[src/rtl/cond_writeback_unit_if.sv]
// Bus between the ALU/decode stage and the conditional writeback unit.
// The unit takes the slave modport; the upstream driver takes master.
interface cond_writeback_unit_if #(
  parameter int unsigned DW = 32,
  parameter int unsigned RW = 4
);
  logic [3:0]    Cond;
  logic [3:0]    ALUFlags;
  logic [1:0]    FlagW;
  logic          PCS;
  logic          RegW;
  logic          MemW;
  logic          NoWrite;
  logic          LongMul;
  logic [DW-1:0] Result;
  logic [DW-1:0] ResultExtra;
  logic [RW-1:0] RdLo;
  logic [RW-1:0] RdHi;

  logic          PCSrc;
  logic          RegWrite;
  logic          MemWrite;
  logic [RW-1:0] WA3;
  logic [DW-1:0] WD3;
  logic          Stall;
  logic [3:0]    Flags;
  logic          CondEx;

  modport master (
    output Cond, ALUFlags, FlagW, PCS, RegW, MemW, NoWrite, LongMul,
    output Result, ResultExtra, RdLo, RdHi,
    input  PCSrc, RegWrite, MemWrite, WA3, WD3, Stall, Flags, CondEx
  );

  modport slave (
    input  Cond, ALUFlags, FlagW, PCS, RegW, MemW, NoWrite, LongMul,
    input  Result, ResultExtra, RdLo, RdHi,
    output PCSrc, RegWrite, MemWrite, WA3, WD3, Stall, Flags, CondEx
  );
endinterface

[src/rtl/cond_writeback_unit.sv]
// Holds NZCV, evaluates the ARM condition field and gates PC/register/memory writes;
// long multiplies are written back over two beats (low word, then high word).
module cond_writeback_unit #(
  parameter int unsigned DW = 32,
  parameter int unsigned RW = 4
) (
  input logic                 clk,
  input logic                 reset,
  cond_writeback_unit_if.slave bus
);

  localparam logic StIdle = 1'b0;
  localparam logic StHi   = 1'b1;

  logic          state_q, state_d;
  logic [3:0]    flags_q, flags_d;
  logic [RW-1:0] hi_addr_q, hi_addr_d;
  logic [DW-1:0] hi_data_q, hi_data_d;

  logic n, z, c, v;
  logic cond_ex;
  logic launch;

  assign {n, z, c, v} = flags_q;

  // Condition is judged against the flags as they stood before this cycle.
  always_comb begin
    cond_ex = 1'b0;
    case (bus.Cond)
      4'b0000: cond_ex = z;
      4'b0001: cond_ex = ~z;
      4'b0010: cond_ex = c;
      4'b0011: cond_ex = ~c;
      4'b0100: cond_ex = n;
      4'b0101: cond_ex = ~n;
      4'b0110: cond_ex = v;
      4'b0111: cond_ex = ~v;
      4'b1000: cond_ex = c & ~z;
      4'b1001: cond_ex = ~c | z;
      4'b1010: cond_ex = (n == v);
      4'b1011: cond_ex = (n != v);
      4'b1100: cond_ex = ~z & (n == v);
      4'b1101: cond_ex = z | (n != v);
      4'b1110: cond_ex = 1'b1;
      default: cond_ex = 1'b0;
    endcase
  end

  assign launch = bus.LongMul & bus.RegW & cond_ex & ~bus.NoWrite;

  always_comb begin
    state_d      = state_q;
    flags_d      = flags_q;
    hi_addr_d    = hi_addr_q;
    hi_data_d    = hi_data_q;
    bus.PCSrc    = 1'b0;
    bus.RegWrite = 1'b0;
    bus.MemWrite = 1'b0;
    bus.Stall    = 1'b0;
    bus.WA3      = bus.RdLo;
    bus.WD3      = bus.Result;

    if (state_q == StHi) begin
      // Second beat: inputs are ignored, the held high word goes out.
      bus.RegWrite = 1'b1;
      bus.WA3      = hi_addr_q;
      bus.WD3      = hi_data_q;
      state_d      = StIdle;
    end else begin
      if (cond_ex) begin
        if (bus.FlagW[1]) flags_d[3:2] = bus.ALUFlags[3:2];
        if (bus.FlagW[0]) flags_d[1:0] = bus.ALUFlags[1:0];
      end
      if (launch) begin
        bus.RegWrite = 1'b1;
        bus.Stall    = 1'b1;
        hi_addr_d    = bus.RdHi;
        hi_data_d    = bus.ResultExtra;
        state_d      = StHi;
      end else begin
        bus.PCSrc    = bus.PCS & cond_ex;
        bus.MemWrite = bus.MemW & cond_ex;
        bus.RegWrite = bus.RegW & cond_ex & ~bus.NoWrite;
      end
    end

    // Reset kills any in-flight high-word write as well as the enables.
    if (reset) begin
      bus.PCSrc    = 1'b0;
      bus.RegWrite = 1'b0;
      bus.MemWrite = 1'b0;
      bus.Stall    = 1'b0;
    end
  end

  always_ff @(posedge clk) begin
    if (reset) begin
      state_q   <= StIdle;
      flags_q   <= 4'b0000;
      hi_addr_q <= '0;
      hi_data_q <= '0;
    end else begin
      state_q   <= state_d;
      flags_q   <= flags_d;
      hi_addr_q <= hi_addr_d;
      hi_data_q <= hi_data_d;
    end
  end

  assign bus.Flags  = flags_q;
  assign bus.CondEx = cond_ex;

endmodule

[src/flat_wrapper.sv]
// flat-port wrapper written by rule: the top's interface ports become plain ports
module cond_writeback_unit_flat 
#(
  parameter int unsigned DW = 32,
  parameter int unsigned RW = 4
)
  (clk, reset, bus_Cond, bus_ALUFlags, bus_FlagW, bus_PCS, bus_RegW, bus_MemW, bus_NoWrite, bus_LongMul, bus_Result, bus_ResultExtra, bus_RdLo, bus_RdHi, bus_PCSrc, bus_RegWrite, bus_MemWrite, bus_WA3, bus_WD3, bus_Stall, bus_Flags, bus_CondEx);
  cond_writeback_unit_if #(.DW(DW), .RW(RW)) bus_i ();
  input logic clk;
  input logic reset;
  input wire logic [$bits(bus_i.Cond)-1:0] bus_Cond;
  input wire logic [$bits(bus_i.ALUFlags)-1:0] bus_ALUFlags;
  input wire logic [$bits(bus_i.FlagW)-1:0] bus_FlagW;
  input wire logic [$bits(bus_i.PCS)-1:0] bus_PCS;
  input wire logic [$bits(bus_i.RegW)-1:0] bus_RegW;
  input wire logic [$bits(bus_i.MemW)-1:0] bus_MemW;
  input wire logic [$bits(bus_i.NoWrite)-1:0] bus_NoWrite;
  input wire logic [$bits(bus_i.LongMul)-1:0] bus_LongMul;
  input wire logic [$bits(bus_i.Result)-1:0] bus_Result;
  input wire logic [$bits(bus_i.ResultExtra)-1:0] bus_ResultExtra;
  input wire logic [$bits(bus_i.RdLo)-1:0] bus_RdLo;
  input wire logic [$bits(bus_i.RdHi)-1:0] bus_RdHi;
  output wire logic [$bits(bus_i.PCSrc)-1:0] bus_PCSrc;
  output wire logic [$bits(bus_i.RegWrite)-1:0] bus_RegWrite;
  output wire logic [$bits(bus_i.MemWrite)-1:0] bus_MemWrite;
  output wire logic [$bits(bus_i.WA3)-1:0] bus_WA3;
  output wire logic [$bits(bus_i.WD3)-1:0] bus_WD3;
  output wire logic [$bits(bus_i.Stall)-1:0] bus_Stall;
  output wire logic [$bits(bus_i.Flags)-1:0] bus_Flags;
  output wire logic [$bits(bus_i.CondEx)-1:0] bus_CondEx;
  assign bus_i.Cond = bus_Cond;
  assign bus_i.ALUFlags = bus_ALUFlags;
  assign bus_i.FlagW = bus_FlagW;
  assign bus_i.PCS = bus_PCS;
  assign bus_i.RegW = bus_RegW;
  assign bus_i.MemW = bus_MemW;
  assign bus_i.NoWrite = bus_NoWrite;
  assign bus_i.LongMul = bus_LongMul;
  assign bus_i.Result = bus_Result;
  assign bus_i.ResultExtra = bus_ResultExtra;
  assign bus_i.RdLo = bus_RdLo;
  assign bus_i.RdHi = bus_RdHi;
  assign bus_PCSrc = bus_i.PCSrc;
  assign bus_RegWrite = bus_i.RegWrite;
  assign bus_MemWrite = bus_i.MemWrite;
  assign bus_WA3 = bus_i.WA3;
  assign bus_WD3 = bus_i.WD3;
  assign bus_Stall = bus_i.Stall;
  assign bus_Flags = bus_i.Flags;
  assign bus_CondEx = bus_i.CondEx;
  cond_writeback_unit #(.DW(DW), .RW(RW)) u_core (.clk(clk), .reset(reset), .bus(bus_i));
endmodule
[config.mk]
export PLATFORM = sky130hd
export DESIGN_NAME = cond_writeback_unit_flat
export DESIGN_NICKNAME = d
export VERILOG_FILES = /design/src/rtl/cond_writeback_unit_if.sv /design/src/rtl/cond_writeback_unit.sv /design/src/flat_wrapper.sv
export SDC_FILE = /design/constraint.sdc
export NUM_CORES = 1
export LEC_CHECK = 0
export CORE_MARGIN = 2
export CORE_UTILIZATION = 38
export DETAILED_ROUTE_END_ITERATION = 10
export MAX_ROUTING_LAYER = met4
export PLACE_DENSITY = 0.75
export SLEW_MARGIN = 40
export SYNTH_ARGS = -nofsm -noshare
export SYNTH_HDL_FRONTEND = slang
export SYNTH_SLANG_ARGS = --single-unit
[constraint.sdc]
create_clock -name clk -period 2.5 [get_ports clk]
set_input_delay 0.5 -clock clk [delete_from_list [all_inputs] [get_ports clk]]
set_output_delay 0.5 -clock clk [all_outputs]
set_load 0.01 [all_outputs]
# Word level (Yosys, flattened, before mapping)
# Index checks and enable logic that the tools add are counted.
[op_classes] eq_ne=16 bitwise_logic=17 mux=15 n_reduce_logical=4
[op_table] cell="32-bit two-way mux" n=1
[op_table] cell="4-bit equality test, second input constant" n=7
[op_table] cell="4-bit by 3-bit equality test with 1-bit output, second input constant" n=4
[op_table] cell="1-bit one-hot mux with 15 select lines" n=1
[op_table] cell="1-bit two-way mux" n=12
[op_table] cell="1-bit AND" n=9
[op_table] cell="4-bit by 2-bit equality test with 1-bit output, second input constant" n=2
[op_table] cell="1-bit inverter" n=6
[op_table] cell="3-bit AND reduction" n=2
[op_table] cell="4-bit by 1-bit equality test with 1-bit output, second input constant" n=1
[op_table] cell="4-bit logical NOT" n=1
[op_table] cell="4-bit two-way mux" n=1
[op_table] cell="1-bit bitwise OR" n=2
[op_table] cell="2-bit AND reduction" n=1
[op_table] cell="1-bit equality test" n=1
[op_table] cell="1-bit != test" n=1
[totals] register_bits=41 wordCells=57 in_bits=89 out_inout_bits=45

# Logic depth before layout (Yosys ltp)
[depth] ltp_word=8 mapped_depth=11 ltp_nobuf=7

# Least setup slack after synthesis
# No wires, ideal clock.
[synth_timing] kind="input to output" startpoint="in bus_Cond[2]" endpoint="out bus_RegWrite" slack_ns=0.030 arrival_time_ns=1.970 n_path_buf=3 required_time_ns=2.000 cell_stages=10 cell_sequence="buf_2 -> or3b_1 -> a21oi_1 -> o21ai_1 -> and4_1 -> buf_6 -> inv_6 -> buf_4 -> a21oi_1 -> nor2_1"
[synth_via] elab_chain_len=7 elab_cells_between_ends=23 classes_between="eq/ne: 14; mux: 4; bitwise: 4; reduce/logical: 1"
[synth_rtl] element="start, declared" line="flat_wrapper.sv:11" rtl="input wire logic [$bits(bus_i.Cond)-1:0] bus_Cond;"
[synth_rtl] element="4-bit equality test, or another cell as far along" line="cond_writeback_unit.sv:29" rtl="case (bus.Cond)"
[synth_rtl] element="1-bit one-hot mux with 15 select lines *" line="cond_writeback_unit.sv:29"
[synth_rtl] element="named net bus_CondEx" line="flat_wrapper.sv:30" rtl="output wire logic [$bits(bus_i.CondEx)-1:0] bus_CondEx;"
[synth_rtl] element="1-bit AND, on equally long branches (2 in a row)" line="cond_writeback_unit.sv:83, cond_writeback_unit.sv:49"
[synth_rtl] element="1-bit two-way mux *" line="cond_writeback_unit.sv:74" rtl="if (launch) begin"
[synth_rtl] element="1-bit two-way mux *" line="cond_writeback_unit.sv:63" rtl="if (state_q == StHi) begin"
[synth_rtl] element="1-bit two-way mux *" line="cond_writeback_unit.sv:88" rtl="if (reset) begin"
[synth_rtl] element="end, declared" line="flat_wrapper.sv:24" rtl="output wire logic [$bits(bus_i.RegWrite)-1:0] bus_RegWrite;"
# The timed path passes the listed nets; every way through them passes the cells marked *.

# Final worst setup path
[layout_timing] startpoint="reg u_core.flags_q[3], in the netlist u_core.bus.Flags[3]" endpoint="out bus_PCSrc"
[layout_via] elab_chain_len=8 elab_cells_between_ends=12 classes_between="eq/ne: 2; mux: 4; bitwise: 6"
[layout_rtl] element="start, declared" line="cond_writeback_unit.sv:16" rtl="logic [3:0] flags_q, flags_d;"
[layout_rtl] element="start signal, assigned" line="cond_writeback_unit.sv:104" rtl="flags_q <= flags_d;"
[layout_rtl] element="1-bit != test / 1-bit equality test (equally long branches)"
[layout_rtl] element="1-bit bitwise OR / 1-bit AND (equally long branches)" line="cond_writeback_unit.sv:43, cond_writeback_unit.sv:42"
[layout_rtl] element="1-bit one-hot mux with 15 select lines *" line="cond_writeback_unit.sv:29"
[layout_rtl] element="1-bit AND (2 in a row)" line="cond_writeback_unit.sv:49" rtl="assign launch = bus.LongMul & bus.RegW & cond_ex & ~bus.NoWrite;"
[layout_rtl] element="1-bit two-way mux *" line="cond_writeback_unit.sv:74"
[layout_rtl] element="1-bit two-way mux *" line="cond_writeback_unit.sv:63"
[layout_rtl] element="1-bit two-way mux *" line="cond_writeback_unit.sv:88"
[layout_rtl] element="end, declared" line="flat_wrapper.sv:23" rtl="output wire logic [$bits(bus_i.PCSrc)-1:0] bus_PCSrc;"
# Mark *: on every way between the ends. The rest lies on a longest branch, timed or not.

==> impl_metrics.env <==
export IMPL_synth_top_area_frac=0.324
export IMPL_status="complete, but fails checks"
export IMPL_num_io_pins=134
export IMPL_ys_seq_elements=41
export IMPL_p_int_mw=1.32
export IMPL_detailroute_via_count=2667
export IMPL_r2r_end="u_core.hi_data_q[8]$_SDFFE_PP0P_"
export IMPL_slowest_stage="or4_1"
export IMPL_rsz0062_at_grt="true"
export IMPL_fp_coreArea_um2=6390
export IMPL_placedInstanceArea_um2=3960
export IMPL_cap_violations=0
export IMPL_cts_inserted_buffers=5
export IMPL_slew_limit_headroom=0.603
export IMPL_drc=0
export IMPL_critPathBufInv=1
export IMPL_syn_num_nets=360
export IMPL_violations="negative setup slack"
export IMPL_critPathKind="reg2out"
export IMPL_cp_start_kind="flip-flop"
export IMPL_setup_viol=5
export IMPL_period_needed_ns=2.62
export IMPL_antennaDiodeCount=0
export IMPL_synth_area_leader_cell="dfxtp_1"
export IMPL_cts_tree="done"
export IMPL_dieArea_um2=7340
export IMPL_area_delta_synth_final_pct=65.3
export IMPL_final_util=0.656
export IMPL_hold_path_endpoint="u_core.state_q$_DFF_P_"
export IMPL_synthArstFlopShare=0
export IMPL_critical_path_required_ns=2.00
export IMPL_nNetsFinal=507
export IMPL_grtUsageMet2=0.358
export IMPL_power_switching_mw=0.484
export IMPL_grt_max_degree=37
export IMPL_routed_wl_um=7740
export IMPL_worst_slew_pin_slew_ns=0.596
export IMPL_cts_path_max_buffers=2
export IMPL_port_buffers=133
export IMPL_synth_seq_area_share=0.324
export IMPL_fin_ws_ns=-0.120
export IMPL_grt_first_pass_wirelength_um=12900
export IMPL_cellPowerDensity_nw_per_um2=430
export IMPL_p_leak_nw=1.47
export IMPL_ff2ff_setup_slack_ns=0.17
export IMPL_cts_root_buf="clkbuf_8"
export IMPL_die_h_um=85.7
export IMPL_drv_slew=0
export IMPL_gp_congestion=0.857
export IMPL_hold_path_startpoint="reset"
export IMPL_synth_common_cells="dfxtp_1, o21ai_0, mux2_2"
export IMPL_htree_levels=2
export IMPL_setup_tns_ns=-0.498
export IMPL_clock_power_share=0.308
export IMPL_worst_ep_arrival_time_ns=2.12
export IMPL_nFillCells=534
export IMPL_first_pass_iters=4
export IMPL_r2r_worst_path_cells=10
export IMPL_netlist_area_um2=2530
export IMPL_antenna_found_initial=0
export IMPL_use_met3=0.0433
export IMPL_min_path_cells=2
export IMPL_routed_via_density=5.38
export IMPL_cp_cell_sequence="xor2_1, or4_1, a31o_1, a21oi_2, nor2_2, nor4bb_1, buf_2"
export IMPL_synth_area_leaders="dfxtp_1, mux2_2, o21ai_0, nand3_2, a21oi_2"
export IMPL_busiest_layer="met2"
export IMPL_critical_path_max_stage_delay_ns=0.41
export IMPL_synth_enable_flop_cells=0
export IMPL_timing_rr_start="u_core.bus.Flags[3]$_SDFFE_PP0P_"
export IMPL_total_power_mw=1.80
export IMPL_hold_viol_final=0
export IMPL_yosys_warnings=0
export IMPL_max_freq_ghz=0.382
export IMPL_fp_dieW_um=85.7
export IMPL_grt_pass1_vias=2615
export IMPL_hold_class="in2reg"
export IMPL_clock_latency_ns=0.29
export IMPL_initial_utilization=0.397
export IMPL_grtUsageTotal=0.220
export IMPL_cts_num_sinks=41
export IMPL_ant_nets=0
export IMPL_grt_remaining_overflow=0
export IMPL_synth_avg_cell_area_um2=9.35
export IMPL_dp_hpwl_um=5150
export IMPL_switching_share=0.269
export IMPL_ys_types=39
export IMPL_period_share=1.05
export IMPL_final_cell_area_um2=4190
export IMPL_critical_path_max_fanout=3
export IMPL_cts_clk_slew_worst_paths_ns=0.07
export IMPL_ys_flop_type="dfxtp_1"
export IMPL_rows=29
export IMPL_combinationalPowerShare=0.313
export IMPL_ir_drop_mv=0.398
export IMPL_seqPwrFrac=0.380
export IMPL_endpoint_kind="primary output"
export IMPL_drive_above_1_share=0.346
export IMPL_critical_path_top_delay_family="simple AND/OR/NAND/NOR gates"
export IMPL_drtIter0Drc=108
export IMPL_fin_skew_ns=0.00462
export IMPL_met1_usage=0.292
export IMPL_postSynthCellCount=271
export IMPL_wl_per_cell_um=15.6
[worst max path at each step]
stage	from	to	slack [ns]	depth (start not counted)
global placement	bus_Cond[2]	bus_MemWrite	-0.85	8
floorplan	bus_Cond[2]	bus_RegWrite	0.03	10
detailed placement	bus_Cond[2]	bus_PCSrc	-0.89	8
CTS	u_core.bus.Flags[3]$_SDFFE_PP0P_	bus_PCSrc	-0.12	7
global route	bus_Cond[0]	bus_MemWrite	-0.29	11
finish	u_core.bus.Flags[3]$_SDFFE_PP0P_	bus_PCSrc	-0.12	7
[power groups by stage]
| stage | logic [mW] | registers, mW | clock network [mW] |
|---|---|---|---|
| 2_1_floorplan | 0.270 | 0.699 | 0 |
| 3_3_place_gp | 0.524 | 0.697 | 0 |
| 3_5_place_dp | 0.532 | 0.698 | 0 |
| 4_1_cts | 0.552 | 0.683 | 0.566 |
| 5_1_grt | 0.606 | 0.686 | 0.596 |
| 6_report | 0.563 | 0.683 | 0.554 |
[cells in the final DEF (no fill, tap or decap), types with 2 or more instances in the layout]
master,n
nand2_1,3
clkdlybuf4s50_1,123
mux2i_1,4
dfxtp_2,2
o21ai_0,41
buf_2,10
or3b_1,2
nor2_1,3
nand3_1,16
nand4b_1,2
nand2b_1,9
buf_6,3
clkbuf_8,6
nor4bb_1,3
nand3_2,20
a21oi_2,25
a21oi_1,17
mux2_2,36
dfxtp_1,39
buf_4,30
[sequential cells by signal, summed over array words and instances (netlist names)]
name              count
u_core.hi_data_q     32
u_core.hi_addr_q      4
u_core.state_q        1
u_core.bus.Flags      4
[worst register-to-register path, stage by stage, from the launching register on]
cell     delay, ns
dfxtp_2       0.33
xor2_1        0.17
or4_1         0.41
a31o_1        0.24
buf_4         0.15
and4_4        0.16
inv_6         0.06
buf_4         0.10
buf_4         0.36
nand3_1       0.13
a21oi_1       0.16
[metal layers]
layer | up-vias | share of wire
met1 | 1270 | 0.43
met3 | 2 | 0.077
met4 | 0 | 0.0022
met2 | 115 | 0.49
li1 | 1280 | -
met5 | - | 0
[metrics by stage]
stage / hold WS (ns) / setup WS (ns) / cells
after floorplan: 0.450 / 0.0297 / 271
after global placement: 0.460 / -0.853 / 477
after detailed placement: 0.466 / -0.890 / 477
after CTS: 0.463 / -0.121 / 493
after global routing: 0.487 / -0.286 / 496
final: 0.474 / -0.120 / 496
[final cells by class]
cell class | instances | area [µm²] | share of cell area
Clock buffer | 7 | 86.3 | 0.0206
Inverter | 1 | 8.76 | 0.00209
Timing Repair Buffer | 168 | 1570 | 0.375
Clock inverter | 1 | 30.0 | 0.00717
Sequential cell | 41 | 823 | 0.197
Multi-Input combinational cell | 201 | 1570 | 0.376
Tap cell | 77 | 96.3 | 0.0230
[timing repair]
item,CTS,global route
buffers inserted,7,3
gates resized for setup,52,1
pin swaps,14,6
endpoints found under the setup margin,41,5
hold buffers,0,0
gates cloned,1,0
[kinds of logic (layout without fill, tap and decap cells)]
group           Yosys count  count (layout)  share of synthesized area
buf+inv                  29             177                     0.0820
xor+xnor                  2               2                    0.00691
mux                      40              40                      0.176
flops                    41              41                      0.324
simple gates             71              71                      0.202
compound gates           88              88                      0.209
No activity file was read; power rests on OpenSTA's default activity.
